===== src/rtl/rgb_pwm_pkg.sv =====
// rtl/rgb_pwm_pkg.sv - shared types for the RGB LED PWM controller
package rgb_pwm_pkg;

   localparam int MAX_CHAN_W = 3;
   localparam int MAX_PWM_W  = 16;

   typedef enum logic [1:0] {
      MODE_OFF     = 2'd0,
      MODE_STATIC  = 2'd1,
      MODE_BLINK   = 2'd2,
      MODE_BREATHE = 2'd3
   } led_mode_t;

   typedef struct packed {
      logic [MAX_CHAN_W-1:0] chan;
      led_mode_t             mode;
      logic [MAX_PWM_W-1:0]  level;
   } pending_cfg_t;

endpackage


===== src/rtl/rgb_pwm_channel.sv =====
// rtl/rgb_pwm_channel.sv - one PWM channel: mode state, frame-rate effects, duty compare
module rgb_pwm_channel
   import rgb_pwm_pkg::*;
#(
   parameter int W              = 8,
   parameter int BLINK_FRAMES   = 250,
   parameter int BREATHE_FRAMES = 2
) (
   input  logic         clk_48mhz,
   input  logic         reset_n,
   input  logic         fb_i,
   input  logic         apply_i,
   input  led_mode_t    mode_i,
   input  logic [W-1:0] level_i,
   input  logic [W-1:0] pwm_cnt_i,
   output logic         pwm_o
);

   localparam int DIV_MAX = (BLINK_FRAMES > BREATHE_FRAMES) ? BLINK_FRAMES : BREATHE_FRAMES;
   localparam int DIV_W   = (DIV_MAX > 1) ? $clog2(DIV_MAX + 1) : 1;

   led_mode_t        mode_q, mode_d;
   logic [W-1:0]     level_q, level_d;
   logic [W-1:0]     ramp_q, ramp_d;
   logic             dir_q, dir_d;
   logic             blink_q, blink_d;
   logic [DIV_W-1:0] div_q, div_d;
   logic [W-1:0]     duty_q, duty_d;
   logic             pwm_q;
   logic             frame_evt;
   logic             blink_now;

   always_comb begin
      mode_d    = mode_q;
      level_d   = level_q;
      ramp_d    = ramp_q;
      dir_d     = dir_q;
      blink_d   = blink_q;
      div_d     = div_q;
      duty_d    = duty_q;
      frame_evt = 1'b0;
      blink_now = blink_q;
      if (fb_i) begin
         if (apply_i) begin
            mode_d  = mode_i;
            level_d = level_i;
            ramp_d  = '0;
            dir_d   = 1'b0;
            blink_d = 1'b1;
            div_d   = '0;
         end
         // Blink duty follows the half-period this frame belongs to, before any toggle.
         blink_now = blink_d;
         frame_evt = (div_d == ((mode_d == MODE_BLINK) ? DIV_W'(BLINK_FRAMES - 1)
                                                       : DIV_W'(BREATHE_FRAMES - 1)));
         div_d = frame_evt ? '0 : div_d + DIV_W'(1);
         if (mode_d == MODE_BLINK && frame_evt)
            blink_d = ~blink_d;
         if (mode_d == MODE_BREATHE) begin
            if (level_d == '0) begin
               ramp_d = '0;
               dir_d  = 1'b0;
            end else if (frame_evt) begin
               if (!dir_d) begin
                  ramp_d = ramp_d + W'(1);
                  if (ramp_d == level_d) dir_d = 1'b1;
               end else begin
                  ramp_d = ramp_d - W'(1);
                  if (ramp_d == '0) dir_d = 1'b0;
               end
            end
         end
         case (mode_d)
            MODE_OFF:    duty_d = '0;
            MODE_STATIC: duty_d = level_d;
            MODE_BLINK:  duty_d = blink_now ? level_d : '0;
            default:     duty_d = ramp_d;
         endcase
      end
   end

   always_ff @(posedge clk_48mhz or negedge reset_n) begin
      if (!reset_n) begin
         mode_q  <= MODE_OFF;
         level_q <= '0;
         ramp_q  <= '0;
         dir_q   <= 1'b0;
         blink_q <= 1'b1;
         div_q   <= '0;
         duty_q  <= '0;
         pwm_q   <= 1'b0;
      end else begin
         mode_q  <= mode_d;
         level_q <= level_d;
         ramp_q  <= ramp_d;
         dir_q   <= dir_d;
         blink_q <= blink_d;
         div_q   <= div_d;
         duty_q  <= duty_d;
         pwm_q   <= (duty_q == '1) | (pwm_cnt_i < duty_q);
      end
   end

   assign pwm_o = pwm_q;

endmodule


===== src/rtl/rgb_pwm_ctrl.sv =====
// rtl/rgb_pwm_ctrl.sv - multi-channel LED PWM controller: prescaler, frame counter, config slot
module rgb_pwm_ctrl
   import rgb_pwm_pkg::*;
#(
   parameter int CHANNELS       = 3,
   parameter int PWM_WIDTH      = 8,
   parameter int PRESCALE       = 188,
   parameter int BLINK_FRAMES   = 250,
   parameter int BREATHE_FRAMES = 2,
   localparam int CHAN_W        = (CHANNELS > 1) ? $clog2(CHANNELS) : 1
) (
   input  logic                 clk_48mhz,
   input  logic                 reset_n,
   input  logic                 cfg_valid,
   output logic                 cfg_ready,
   input  logic [CHAN_W-1:0]    cfg_chan,
   input  logic [1:0]           cfg_mode,
   input  logic [PWM_WIDTH-1:0] cfg_level,
   output logic [CHANNELS-1:0]  pwm_out,
   output logic                 frame_tick
);

   localparam int PRE_W = (PRESCALE > 1) ? $clog2(PRESCALE) : 1;

   logic [PRE_W-1:0]     pre_cnt_q;
   logic [PWM_WIDTH-1:0] pwm_cnt_q;
   logic                 pend_valid_q;
   pending_cfg_t         pend_q;
   logic                 frame_tick_q;
   logic                 step;
   logic                 fb;
   logic                 unused_pend_level;

   assign step      = (pre_cnt_q == PRE_W'(PRESCALE - 1));
   assign fb        = step && (pwm_cnt_q == '1);
   assign cfg_ready = ~pend_valid_q;

   always_ff @(posedge clk_48mhz or negedge reset_n) begin
      if (!reset_n) begin
         pre_cnt_q    <= '0;
         pwm_cnt_q    <= '0;
         pend_valid_q <= 1'b0;
         pend_q       <= '0;
         frame_tick_q <= 1'b0;
      end else begin
         pre_cnt_q    <= step ? '0 : pre_cnt_q + PRE_W'(1);
         if (step) pwm_cnt_q <= pwm_cnt_q + PWM_WIDTH'(1);
         frame_tick_q <= fb;
         // Slot is empty when a transfer happens, so accept and apply never collide.
         if (cfg_valid && !pend_valid_q) begin
            pend_valid_q <= 1'b1;
            pend_q.chan  <= MAX_CHAN_W'(cfg_chan);
            pend_q.mode  <= led_mode_t'(cfg_mode);
            pend_q.level <= MAX_PWM_W'(cfg_level);
         end else if (fb) begin
            pend_valid_q <= 1'b0;
         end
      end
   end

   assign unused_pend_level = ^pend_q.level;

   for (genvar i = 0; i < CHANNELS; i++) begin : g_chan
      rgb_pwm_channel #(
         .W              (PWM_WIDTH),
         .BLINK_FRAMES   (BLINK_FRAMES),
         .BREATHE_FRAMES (BREATHE_FRAMES)
      ) u_chan (
         .clk_48mhz (clk_48mhz),
         .reset_n   (reset_n),
         .fb_i      (fb),
         .apply_i   (pend_valid_q && (pend_q.chan == MAX_CHAN_W'(i))),
         .mode_i    (pend_q.mode),
         .level_i   (pend_q.level[PWM_WIDTH-1:0]),
         .pwm_cnt_i (pwm_cnt_q),
         .pwm_o     (pwm_out[i])
      );
   end

   assign frame_tick = frame_tick_q;

endmodule


===== config.mk =====
export PLATFORM = sky130hd
export DESIGN_NAME = rgb_pwm_ctrl
export DESIGN_NICKNAME = d
export VERILOG_FILES = /design/src/rtl/rgb_pwm_pkg.sv /design/src/rtl/rgb_pwm_channel.sv /design/src/rtl/rgb_pwm_ctrl.sv
export SDC_FILE = /design/constraint.sdc
export NUM_CORES = 1
export LEC_CHECK = 0
export CAP_MARGIN = 20
export CORE_MARGIN = 2
export CORE_UTILIZATION = 54
export CTS_BUF_LIST = sky130_fd_sc_hd__clkbuf_4
export CTS_CLUSTER_DIAMETER = 50
export DETAILED_ROUTE_END_ITERATION = 16
export PLACE_DENSITY = 0.73
export SYNTH_ARGS = -nofsm -noshare
export SYNTH_HDL_FRONTEND = slang
export SYNTH_HIERARCHICAL = 1
export SYNTH_SLANG_ARGS = --single-unit

===== constraint.sdc =====
create_clock -name clk_48mhz -period 3.3 [get_ports clk_48mhz]
set_input_delay 0.825 -clock clk_48mhz [delete_from_list [all_inputs] [get_ports clk_48mhz]]
set_output_delay 0.825 -clock clk_48mhz [all_outputs]
set_load 0.02 [all_outputs]

### Word-level counts from Yosys, hierarchy flattened

Cells that the tools add are included.

* input port bits: 15
* register bits after elaboration: 141
* word-level logic and storage cells: 178

* eq/ne operators: 22
* reductions and logical operators: 20
* mux-type cells: 84
* $lt $le $gt $ge: 3
* bitwise gates (word level): 7
* $add $sub $neg: 11

Operator list (count)
* $mux 8: 40
* $pmux 8 s3: 3
* $add 8x1->8 const B: 8
* $eq 8x8->1: 6
* $logic_not 8->1: 6
* $eq 8x8->1 const B: 5
* $mux 1: 35
* $lt 8x8->1: 3
* $sub 8x1->8 const B: 3
* $eq 2x2->1 const B: 7
* $mux 2: 6
* $eq 2x1->1 const B: 4
* $logic_and 1x1->1: 8
* $logic_not 2->1: 3
* $not 1->1: 4
* $logic_not 3->1: 1
* $or 1x1->1: 3
* $reduce_bool 2->1: 1
* $logic_not 1->1: 1

### Depth between registers and ports, before layout

Gate-level depths: netlist of the first run.

* depth in word-level cells: 11
* mapped depth: 15

### Cells and area by module

Netlist of the first run, hierarchy kept.

By module, submodules not included
* rgb_pwm_channel: cells each 323, area an instance 2875.3 µm², times used 3
* rgb_pwm_ctrl: cells each 109, area an instance 1380.1 µm², times used 1

### Worst setup path after synthesis of the first run

Ideal clock, no wire load.

* kind: reg2reg
* start point: register pend_valid_q
* end point: register g_chan[1].u_chan.duty_q[6]
* setup time: 0.082 ns
* path slack: 0.052 ns
* data arrival time: 3.166 ns
* required time: 3.218 ns
* stages on the path, launching flop included: 16
* cells stage by stage: dfrtp_1 inv_1 nor3b_1 clkbuf_1 inv_1 clkbuf_1 nand2_1 inv_1 ha_1 and3_1 clkbuf_1 nand4_1 a221oi_1 o311ai_0 o21ai_1 a31oi_1

* word-level cells in the longest chain between the ends: 10
* elaborated cells between the ends (all ways): 28
* classes of those cells: add/sub (2); eq/ne (4); mux (19); reduce/logical (3)

Ends and longest elaborated chain
* from (decl): RTL line rgb_pwm_ctrl.sv:27 `logic pend_valid_q;`
* from (signal assigned): RTL line rgb_pwm_ctrl.sv:42 `pend_valid_q <= 1'b0;`
* from (signal assigned): RTL line rgb_pwm_ctrl.sv:51 `pend_valid_q <= 1'b1;`
* from (signal assigned): RTL line rgb_pwm_ctrl.sv:56 `pend_valid_q <= 1'b0;`
* $logic_and 1x1->1 (*): RTL line rgb_pwm_ctrl.sv:72 `.apply_i (pend_valid_q && (pend_q.chan == MAX_CHAN_W'(i))),`
* branches (longest 8 deep; another with $add 8x1->8)
* $pmux 8 s3 (*): RTL line rgb_pwm_channel.sv:73 `case (mode_d)`
* to (signal assigned): RTL line rgb_pwm_channel.sv:99 `duty_q <= duty_d;`
* to (decl): RTL line rgb_pwm_channel.sv:28 `logic [W-1:0] duty_q, duty_d;`

Every way passes the cells marked *. The select of a mux whose other input is x is not followed.
A chain may end at the register's enable or synchronous reset.

### Worst setup path in the final report of the first run

* start point: register pend_valid_q
* end point: register g_chan[1].u_chan.ramp_q[0]

* word-level cells in the longest chain between the ends: 9
* elaborated cells between the ends (all ways): 22
* classes of those cells: add/sub (2); eq/ne (3); mux (15); reduce/logical (2)

Ends and longest elaborated chain
* $logic_and 1x1->1 (*): RTL line rgb_pwm_ctrl.sv:72
* branches (longest 7 deep; another with $add 8x1->8)
* $mux 8 (*): RTL line rgb_pwm_channel.sv:59 `if (mode_d == MODE_BREATHE) begin`
* to (signal assigned): RTL line rgb_pwm_channel.sv:95 `ramp_q <= ramp_d;`
* to (decl): RTL line rgb_pwm_channel.sv:24 `logic [W-1:0] ramp_q, ramp_d;`

Marked as above.

==> results.txt, run 1 <==
Initial core utilization -> 55.32%
Hold Fails Final Rpt -> 0
Die Area -> 19630 um^2
Crit path kind -> reg -> reg
Critical Path RT -> 3.82 ns
Vias after detailed routing -> 8546
CP cell instances -> inv_1 > nor3b_2 > nor2b_1 > ha_1 > nor2b_1 > a22oi_1 > a21o_2 > nor2_1 > o31ai_1 > a32o_1
RD Place Congestion -> 0.9543
Status -> finished, final reports clean
Core Area -> 18090 um^2
Tcrit/Tclk final -> 91.81%
Unrepaired setup endpoints after global routing -> no
Netlist Area Pre-Place -> 10010 um^2
Min Tclk post-route -> 3.030 ns
Final Skew -> 0.02737 ns
Number of flops mapped to enable cells by yosys -> 0
Nets -> 1143
Placed cell areas -> 10520 um^2
Placed insts -> 1300
Initial antenna violation count -> 1
Most used cell, CP -> nor2b_1
Chip Width -> 140.1 um
CTS buffer count -> 17
Final instance area -> 10770 um^2
Slew headroom -> 45.10%
Remaining DRCs -> 0
Async S/R FF share, synth -> 100.0%
MaxCap Viol Count -> 0
CP top delay family -> compound AO/OA/AOI/OAI gates
Crit-path slowest cell -> a22oi_1
Worst skew pair latency -> 0.59 ns
Worst setup EP type -> flop
Global-route wire length before repair -> 43.10 mm
Dpl hpwl -> 18.28 mm
CTS H-Tree Depth -> 4
Gate Count Post-Synth -> 1078
DR iter-0 viols -> 743
Mean area per synthesized cell -> 9.282 um^2
Worst-path fanout max -> 10
GR Overflow Total -> 0
Register area share after synthesis -> 35.30%
Final antenna-violating net count -> 0
Peak Freq -> 330.1 MHz
Power per cell area -> 300.4 nW/um^2
Synthesis warning total -> 6
Arr. time, crit path -> 3.55 ns
Static leakage -> 0.004730 uW
Final number of setup-violating endpoints -> 0
Cell variety after synth -> 73
Top Ports -> 20
Buf+Inv Stages, Crit Path -> 1
Most frequent cells in the layout -> 138 x dfrtp_1, 78 x nand2_1, 69 x nor2_1
DIE HEIGHT -> 140.1 um
TritonCTS clock tree -> done
Main flop type after synthesis -> dfrtp_1
Synth Net Count -> 1131
Max-slew violation count -> 0
Sum of negative setup slack -> 0 ns
Vias per Instance -> 6.411
Startpoint Class -> flop
Worst vdd ir -> 248.3 uV
Hold Crit Class -> in -> async
Clk slew on worst S/H paths -> 0.14 ns
Vias in the first global route -> 8245
Total track usage -> 27.21%
Routed wire per std cell -> 19.37 um
Post-CTS setup repair buffer count -> 0
Dpl ws -> 0.2805 ns
Number of cell rows -> 49
Worst-margin pin slew -> 0.8235 ns
Setup ws final -> 0.2703 ns
Cell Count, Final, Fillers Out -> 1333
Clock Tree Buf Depth -> 2
DR pass1 iterations -> 7
Most common cell after layout, fill and taps aside -> dfrtp_1
Register bit total from synthesis -> 141
Layout cells sized above 1 -> 16.23%
Max incr delay on CP -> 0.53 ns
CTS Sinks -> 141
Area Growth Syn to Fin -> 7.678%
Largest net degree at the start of global routing -> 56
IO Port Bufs -> 19
Clk root buf -> clkbuf_4
Final WL -> 25.82 mm
## cell families (layout without fill, tap and decap cells)
group	Yosys count	in the layout	share of synthesized area [%]
buffers and inverters	123	148	5.114
AND/OR/NAND/NOR	368	368	21.00
adder cells (fa/ha/maj)	38	38	4.752
multiplexers	98	98	10.64
AO/OA/AOI/OAI	253	253	18.21
XOR/XNOR	57	57	4.989
other	0	1	0
flip-flops	141	141	35.30
## cell usage after synthesis (all sizes together) (4+ instances only)
cell type	number	area, um^2
buf	18	117.6
dfrtp	138	3453
mux2	67	754.5
clkbuf	43	161.4
and4	4	35.03
o22ai	12	93.84
a21o	13	97.59
xor2	28	245.2
o31ai	12	90.09
or4b	6	60.06
nor4bb	6	60.06
and3b	4	35.03
nand2	78	292.8
nand3	41	205.2
ha	38	475.5
nand3b	4	42.54
a21oi	44	242.7
a22o	6	52.55
nor2	71	274.0
and4b	4	40.04
nor2b	20	125.1
or4	16	131.4
a211oi	12	90.09
inv	62	232.7
mux2i	31	310.3
nor3	33	175.2
nand4	23	143.9
a32o	12	120.1
nand2b	13	81.33
o221ai	6	52.55
a22oi	6	45.04
and3	15	93.84
xnor2	29	254.0
or3	6	37.54
a31oi	15	93.84
o311ai	10	87.59
or3b	4	35.04
o211ai	5	37.54
a221oi	15	131.4
nor4	9	141.4
o21ai	49	245.2
## final timing paths
kind / from / endpoint / slack (ns) / cells after the start
min in group clk_48mhz: pre_cnt_q[0]$_DFF_PN0_ / pre_cnt_q[0]$_DFF_PN0_ / 0.50 / 1
max in group asynchronous: reset_n / g_chan[0].u_chan/blink_q$_DFFE_PN1P_ / 2.40 / 2
worst max register to register: pend_valid_q$_DFFE_PN0P_ / g_chan[1].u_chan/ramp_q[0]$_DFFE_PN0P_ / 0.27 / 10
worst min register to register: pre_cnt_q[0]$_DFF_PN0_ / pre_cnt_q[0]$_DFF_PN0_ / 0.50 / 1
worst max-delay path: pend_valid_q$_DFFE_PN0P_ / g_chan[1].u_chan/ramp_q[0]$_DFFE_PN0P_ / 0.27 / 10
worst min-delay path: reset_n / g_chan[1].u_chan/duty_q[5]$_DFFE_PN0P_ / 0.18 / 1
## through the flow
stage          util [%]  power (uW)  hold WS (ns)
2_1_floorplan         -        2038        0.4547
3_3_place_gp      58.19        2227        0.4716
3_5_place_dp      58.19        2231        0.4746
4_1_cts           59.51        3265        0.1740
5_1_grt           59.57        3381        0.1871
6_report          59.57        3236        0.1756
## routing by layer
| metal | up-vias | share of wire [%] | track usage (%) |
|---|---|---|---|
| li1 | 4030 | - | - |
| met3 | 39 | 6.8 | 6.393 |
| met2 | 293 | 45 | 42.34 |
| met5 | - | 0 | 0 |
| met1 | 4184 | 47 | 38.25 |
| met4 | 0 | 1.6 | 7.656 |
## report_power, final
group | internal [uW] | switching (uW) | total (uW)
clock network | 308 | 724 | 1030
logic | 164 | 234 | 399
registers | 1740 | 61.9 | 1810
## cell type report
type | count | area (um^2)
Antenna cell | 1 | 2.502
Clock buffer | 17 | 127.6
Inverter | 62 | 232.7
Timing Repair Buffer | 54 | 491.7
Multi-Input combinational cell | 814 | 5989
Sequential cell | 141 | 3532
Fill cell | 1582 | 7312
Clock inverter | 15 | 111.4
Tap cell | 229 | 286.5
## flip-flops by register name (all words and copies together) (netlist names)
| register | flops |
|---|---|
| pwm_cnt_q | 8 |
| g_chan.u_chan/duty_q | 24 |
| frame_tick | 1 |
| g_chan.u_chan/blink_q | 3 |
| pre_cnt_q | 8 |
| pend_q | 12 |
| g_chan.u_chan/dir_q | 3 |
| g_chan.u_chan/level_q | 24 |
| pend_valid_q | 1 |
| g_chan.u_chan/div_q | 24 |
| g_chan.u_chan/mode_q | 6 |
| g_chan.u_chan/ramp_q | 24 |
| g_chan.u_chan/pwm_o | 3 |
## what timing repair did
action	in CTS	in global routing
endpoints found under the hold margin	0	0
hold buffers	0	0
setup endpoints to repair	0	5
resized for setup	0	3
Power figures use the tool's default switching activity.
==> inputs of run 2 (changes only) <==
- CAP_MARGIN: 20 -> default
- GPL_TIMING_DRIVEN: default -> 0
==> results.txt, run 2 (synthesis gave the netlist of run 1 again) <==
RD Place Congestion -> 0.9432
Power per cell area -> 304.4 nW/um^2
Dpl ws -> -1.371 ns
Worst Reg2Reg Path Length in Cells -> 10
Dpl hpwl -> 19.03 mm
M1 GR Usage -> 40.10%
Hold Fails Final Rpt -> 0
Clock Tree Buf Depth -> 2
Core Area -> 18090 um^2
Die Area -> 19630 um^2
Filler cells -> 1568
Top Ports -> 20
Clk root buf -> clkbuf_4
Vias after detailed routing -> 8922
Startpoint Class -> flop
Worst-margin pin slew -> 1.052 ns
Static leakage -> 0.004834 uW
Layout cells sized above 1 -> 18.17%
Peak Freq -> 306.7 MHz
GR Layer Usage met2 -> 44.44%
Tcrit/Tclk final -> 98.81%
Clk slew on worst S/H paths -> 0.14 ns
Chip Width -> 140.1 um
Final antenna-violating net count -> 0
Gr busiest metal -> met2
Vias per Instance -> 6.489
GR Overflow Total -> 0
MaxCap Viol Count -> 0
Status -> finished, final reports clean
Initial core utilization -> 55.32%
FF-to-FF End -> g_chan[1].u_chan/duty_q[3]$_DFFE_PN0P_
DIE HEIGHT -> 140.1 um
Hold Crit Class -> in -> async
Vias in the first global route -> 8507
Slew headroom -> 29.85%
Worst setup EP type -> flop
Area Growth Syn to Fin -> 12.00%
TritonCTS clock tree -> done
Arr. time, crit path -> 3.77 ns
Worst skew pair latency -> 0.57 ns
Pwr Total -> 3411 uW
DR iter-0 viols -> 1092
FF/Latch Area -> 3535 um^2
Worst-path fanout max -> 10
Final number of setup-violating endpoints -> 0
Initial antenna violation count -> 1
DR pass1 iterations -> 8
Final core utilization -> 61.96%
CTS buffer count -> 17
Global-route wire length before repair -> 44.64 mm
Crit path kind -> reg -> reg
Max-slew violation count -> 0
Sum of negative setup slack -> 0 ns
Worst hold margin -> 0.2271 ns
Final Skew -> 0.01493 ns
Total track usage -> 28.53%
IO Port Bufs -> 19
Routed wire per std cell -> 20.05 um
Most frequent cells in the layout -> 136 x dfrtp_1, 77 x nand2_1, 69 x nor2_1
CTS H-Tree Depth -> 4
Critical R2R Launch -> pend_valid_q$_DFFE_PN0P_
Min Tclk post-route -> 3.261 ns
Footprint of the multi-input gates -> 6185 um^2
Nets -> 1185
Met3 GRT Util -> 4.786%
Setup ws final -> 0.03915 ns
Reg2reg setup slack -> 0.04 ns
Critical Path RT -> 3.81 ns
CTS Sinks -> 141
Largest net degree at the start of global routing -> 77
Worst vdd ir -> 297.6 uV
Final WL -> 27.57 mm
Most common cell after layout, fill and taps aside -> dfrtp_1
Remaining DRCs -> 0
Number of cell rows -> 49
## run 2: changes by cell type in the layout (fill, tap and decap cells not counted), sizes merged
cell / delta
buf: +7
bufinv: +2
clkbuf: +35
clkinv: -3
clkinvlp: +5
inv: -4
## run 2: through the flow
stage | area [um^2] | std cells
after floorplan | 10010 | 1078
after global placement | 10480 | 1326
after detailed placement | 10530 | 1329
after CTS | 10980 | 1364
after global routing | 11210 | 1375
final | 11210 | 1375
## run 2: what timing repair did
action / in CTS / in global routing
hold buffers: 0 / 0
setup buffers: 5 / 11
endpoints found under the setup margin: 95 / 46
pin swaps: 4 / 12
gates resized for setup: 37 / 34
## run 2: where the power goes
group / total [uW] / internal [uW] / switching (uW)
Sequential: 1820 / 1740 / 74.8
Clock: 1170 / 457 / 708
Combinational: 427 / 176 / 252
## run 2: worst max-delay path, stage by stage, from the launching register on
cell      delay, ns
dfrtp_2        0.44
inv_2          0.09
nor3b_4        0.33
clkbuf_8       0.21
buf_4          0.18
buf_1          0.49
o22ai_1        0.27
a21oi_4        0.38
nand2_1        0.18
a211oi_1       0.43
a221o_1        0.19
## run 2: area by class of cell
class	count	share of cell area, %
plain buffers	58	2.836
repair buffers	38	3.160
clock buffers	17	1.139
inverters	62	2.110
flip-flops and latches	141	31.54
multi-input cells	814	55.19
clock inverters	15	1.451
diodes	1	0.02233
well taps	229	2.557
## run 2: worst max-delay path by stage
stage	from	endpoint	slack (ns)	cells after the start
6_report	pend_valid_q$_DFFE_PN0P_	g_chan[1].u_chan/duty_q[3]$_DFFE_PN0P_	0.04	10
5_1_grt	pend_valid_q$_DFFE_PN0P_	g_chan[1].u_chan/duty_q[6]$_DFFE_PN0P_	-0.005	14
4_1_cts	pend_q[19]$_DFFE_PN0P_	g_chan[2].u_chan/duty_q[2]$_DFFE_PN0P_	0.007	14
3_5_place_dp	pend_valid_q$_DFFE_PN0P_	g_chan[1].u_chan/duty_q[1]$_DFFE_PN0P_	-1.37	14
3_3_place_gp	reset_n	g_chan[2].u_chan/div_q[3]$_DFFE_PN0P_	-4.35	1
2_1_floorplan	pend_valid_q$_DFFE_PN0P_	g_chan[1].u_chan/duty_q[6]$_DFFE_PN0P_	0.05	15
## run 2: routing by layer
layer,wire [um],up-vias
met4,605,0
met1,12410,4367
met2,12670,365
met5,0,-
li1,-,4138
met3,1879,52
==> inputs of run 3 (changes only) <==
- PLACE_DENSITY: 0.73 -> 0.79
- clock period: 3.3 -> 3.1 ns (I/O delays scaled with it)
==> results.txt, run 3 (synthesis gave the netlist of run 1 again) <==
Final Skew -> 0.03366 ns
DIE HEIGHT -> 140.1 um
Core Area -> 18090 um^2
Routed wire per std cell -> 19.98 um
Worst hold margin -> 0.1636 ns
Power per cell area -> 312.7 nW/um^2
Dpl hpwl -> 18.80 mm
Global-route wire length before repair -> 44.53 mm
Total track usage -> 28.14%
Vias per Instance -> 6.517
Remaining DRCs -> 3
DR iter-0 viols -> 1083
GR Overflow Total -> 0
Top Ports -> 20
Number of cell rows -> 49
CTS buffer count -> 17
Placed insts -> 1328
Clk slew on worst S/H paths -> 0.13 ns
Chip Width -> 140.1 um
Static leakage -> 0.005004 uW
Final number of setup-violating endpoints -> 0
RD Place Congestion -> 0.9760
Worst skew pair latency -> 0.57 ns
Startpoint Class -> flop
Most frequent cells in the layout -> 135 x dfrtp_1, 73 x nand2_1, 67 x nor2_1
DR pass1 iterations -> 12
Max incr delay on CP -> 0.46 ns
Worst vdd ir -> 232.0 uV
CTS Sinks -> 141
Slew headroom -> 45.15%
Worst-path fanout max -> 7
Status -> finished with violations
Min Tclk post-route -> 3.006 ns
Clock Tree Buf Depth -> 2
Nets -> 1211
MaxCap Viol Count -> 0
Filler cells -> 1401
CTS H-Tree Depth -> 4
Tcrit/Tclk final -> 96.96%
Max-slew violation count -> 0
Dpl ws -> -1.064 ns
Arr. time, crit path -> 3.49 ns
Largest net degree at the start of global routing -> 84
Most used cell, CP -> buf_8
Crit path kind -> reg -> reg
Cell Count, Final, Fillers Out -> 1401
Final WL -> 27.99 mm
Clk root buf -> clkbuf_4
Area Growth Syn to Fin -> 16.02%
Worst setup EP type -> flop
Layout cells sized above 1 -> 22.29%
Initial core utilization -> 55.32%
Vias after detailed routing -> 9131
Violated checks -> DRC
Setup ws final -> 0.09435 ns
Initial antenna violation count -> 1
Die Area -> 19630 um^2
Hold Crit Class -> in -> async
Vias in the first global route -> 8602
Final antenna-violating net count -> 0
Critical Path RT -> 3.59 ns
Worst-margin pin slew -> 0.8227 ns
Pwr Total -> 3630 uW
Crit-path slowest cell -> dfrtp_2
Peak Freq -> 332.7 MHz
CP cell instances -> inv_4 > nor3b_4 > clkbuf_8 > clkinvlp_4 > buf_8 > nand2_4 > ha_4 > nand2b_1 > or3_1 > buf_6 > a21o_1 > buf_8 > nor4_4 > o21ai_2 > a31oi_1
Hold Fails Final Rpt -> 0
TritonCTS clock tree -> done
IO Port Bufs -> 19
Most common cell after layout, fill and taps aside -> dfrtp_1
## run 3: cell type report
cell class              count  area (um^2)  area share, %
clock inverters            14        130.1          1.121
plain buffers              58        344.1          2.964
inverters                  62        246.5          2.123
well taps                 229        286.5          2.468
repair buffers             64        556.8          4.796
flip-flops and latches    141         3536          30.46
diodes                      1        2.502        0.02156
multi-input cells         814         6371          54.88
clock buffers              18        135.1          1.164
## run 3: path summary, 6_finish.rpt
path                                                from                                      to  slack [ns]  cells past startpoint
worst max-delay path            pend_valid_q$_DFFE_PN0P_  g_chan[1].u_chan/duty_q[6]$_DFFE_PN0P_        0.09                     15
worst min-delay path                             reset_n   g_chan[0].u_chan/div_q[6]$_DFFE_PN0P_        0.16                      1
worst max register to register  pend_valid_q$_DFFE_PN0P_  g_chan[1].u_chan/duty_q[6]$_DFFE_PN0P_        0.09                     15
worst min register to register    pre_cnt_q[0]$_DFF_PN0_                  pre_cnt_q[0]$_DFF_PN0_        0.50                      1
max in group asynchronous                        reset_n  g_chan[2].u_chan/mode_q[1]$_DFFE_PN0P_        2.13                      2
min in group clk_48mhz            pre_cnt_q[0]$_DFF_PN0_                  pre_cnt_q[0]$_DFF_PN0_        0.50                      1
## run 3: critical path, delay by kind of cell (launching register included)
| kind | cells | cell delay [ns] |
|---|---|---|
| AND/OR/NAND/NOR | 5 | 0.98 |
| buffers and inverters | 6 | 0.86 |
| AO/OA/AOI/OAI | 3 | 0.48 |
| flip-flops | 1 | 0.46 |
| adder cells (fa/ha/maj) | 1 | 0.14 |
## run 3: report_power, final
group | switching (uW) | leakage, uW | internal, uW
Combinational | 298 | 0.00294 | 227
Sequential | 74.3 | 0.00192 | 1860
Clock | 752 | 0.000148 | 422
## run 3: per-layer routing
metal / up-vias / track usage, % / part of all wire [%]
li1: 4193 / - / -
met1: 4413 / 39.08 / 43
met2: 454 / 44.54 / 46
met3: 71 / 4.991 / 8.3
met4: 0 / 10.05 / 2.6
met5: - / 0 / 0
## run 3: per-stage QoR
stage	util (%)	setup TNS [ns]	area [um^2]
final	64.19	0	11610
after global routing	64.19	-0.03150	11610
after CTS	61.57	0	11140
after detailed placement	58.35	-50.44	10550
after global placement	58.06	-708.64	10500
after floorplan	-	0	10020
## run 3: timing repair
| action | CTS | global route |
|---|---|---|
| endpoints found under the setup margin | 104 | 58 |
| hold buffers | 0 | 0 |
| pin swaps | 13 | 24 |
| buffers inserted | 20 | 23 |
| gates resized for setup | 48 | 59 |
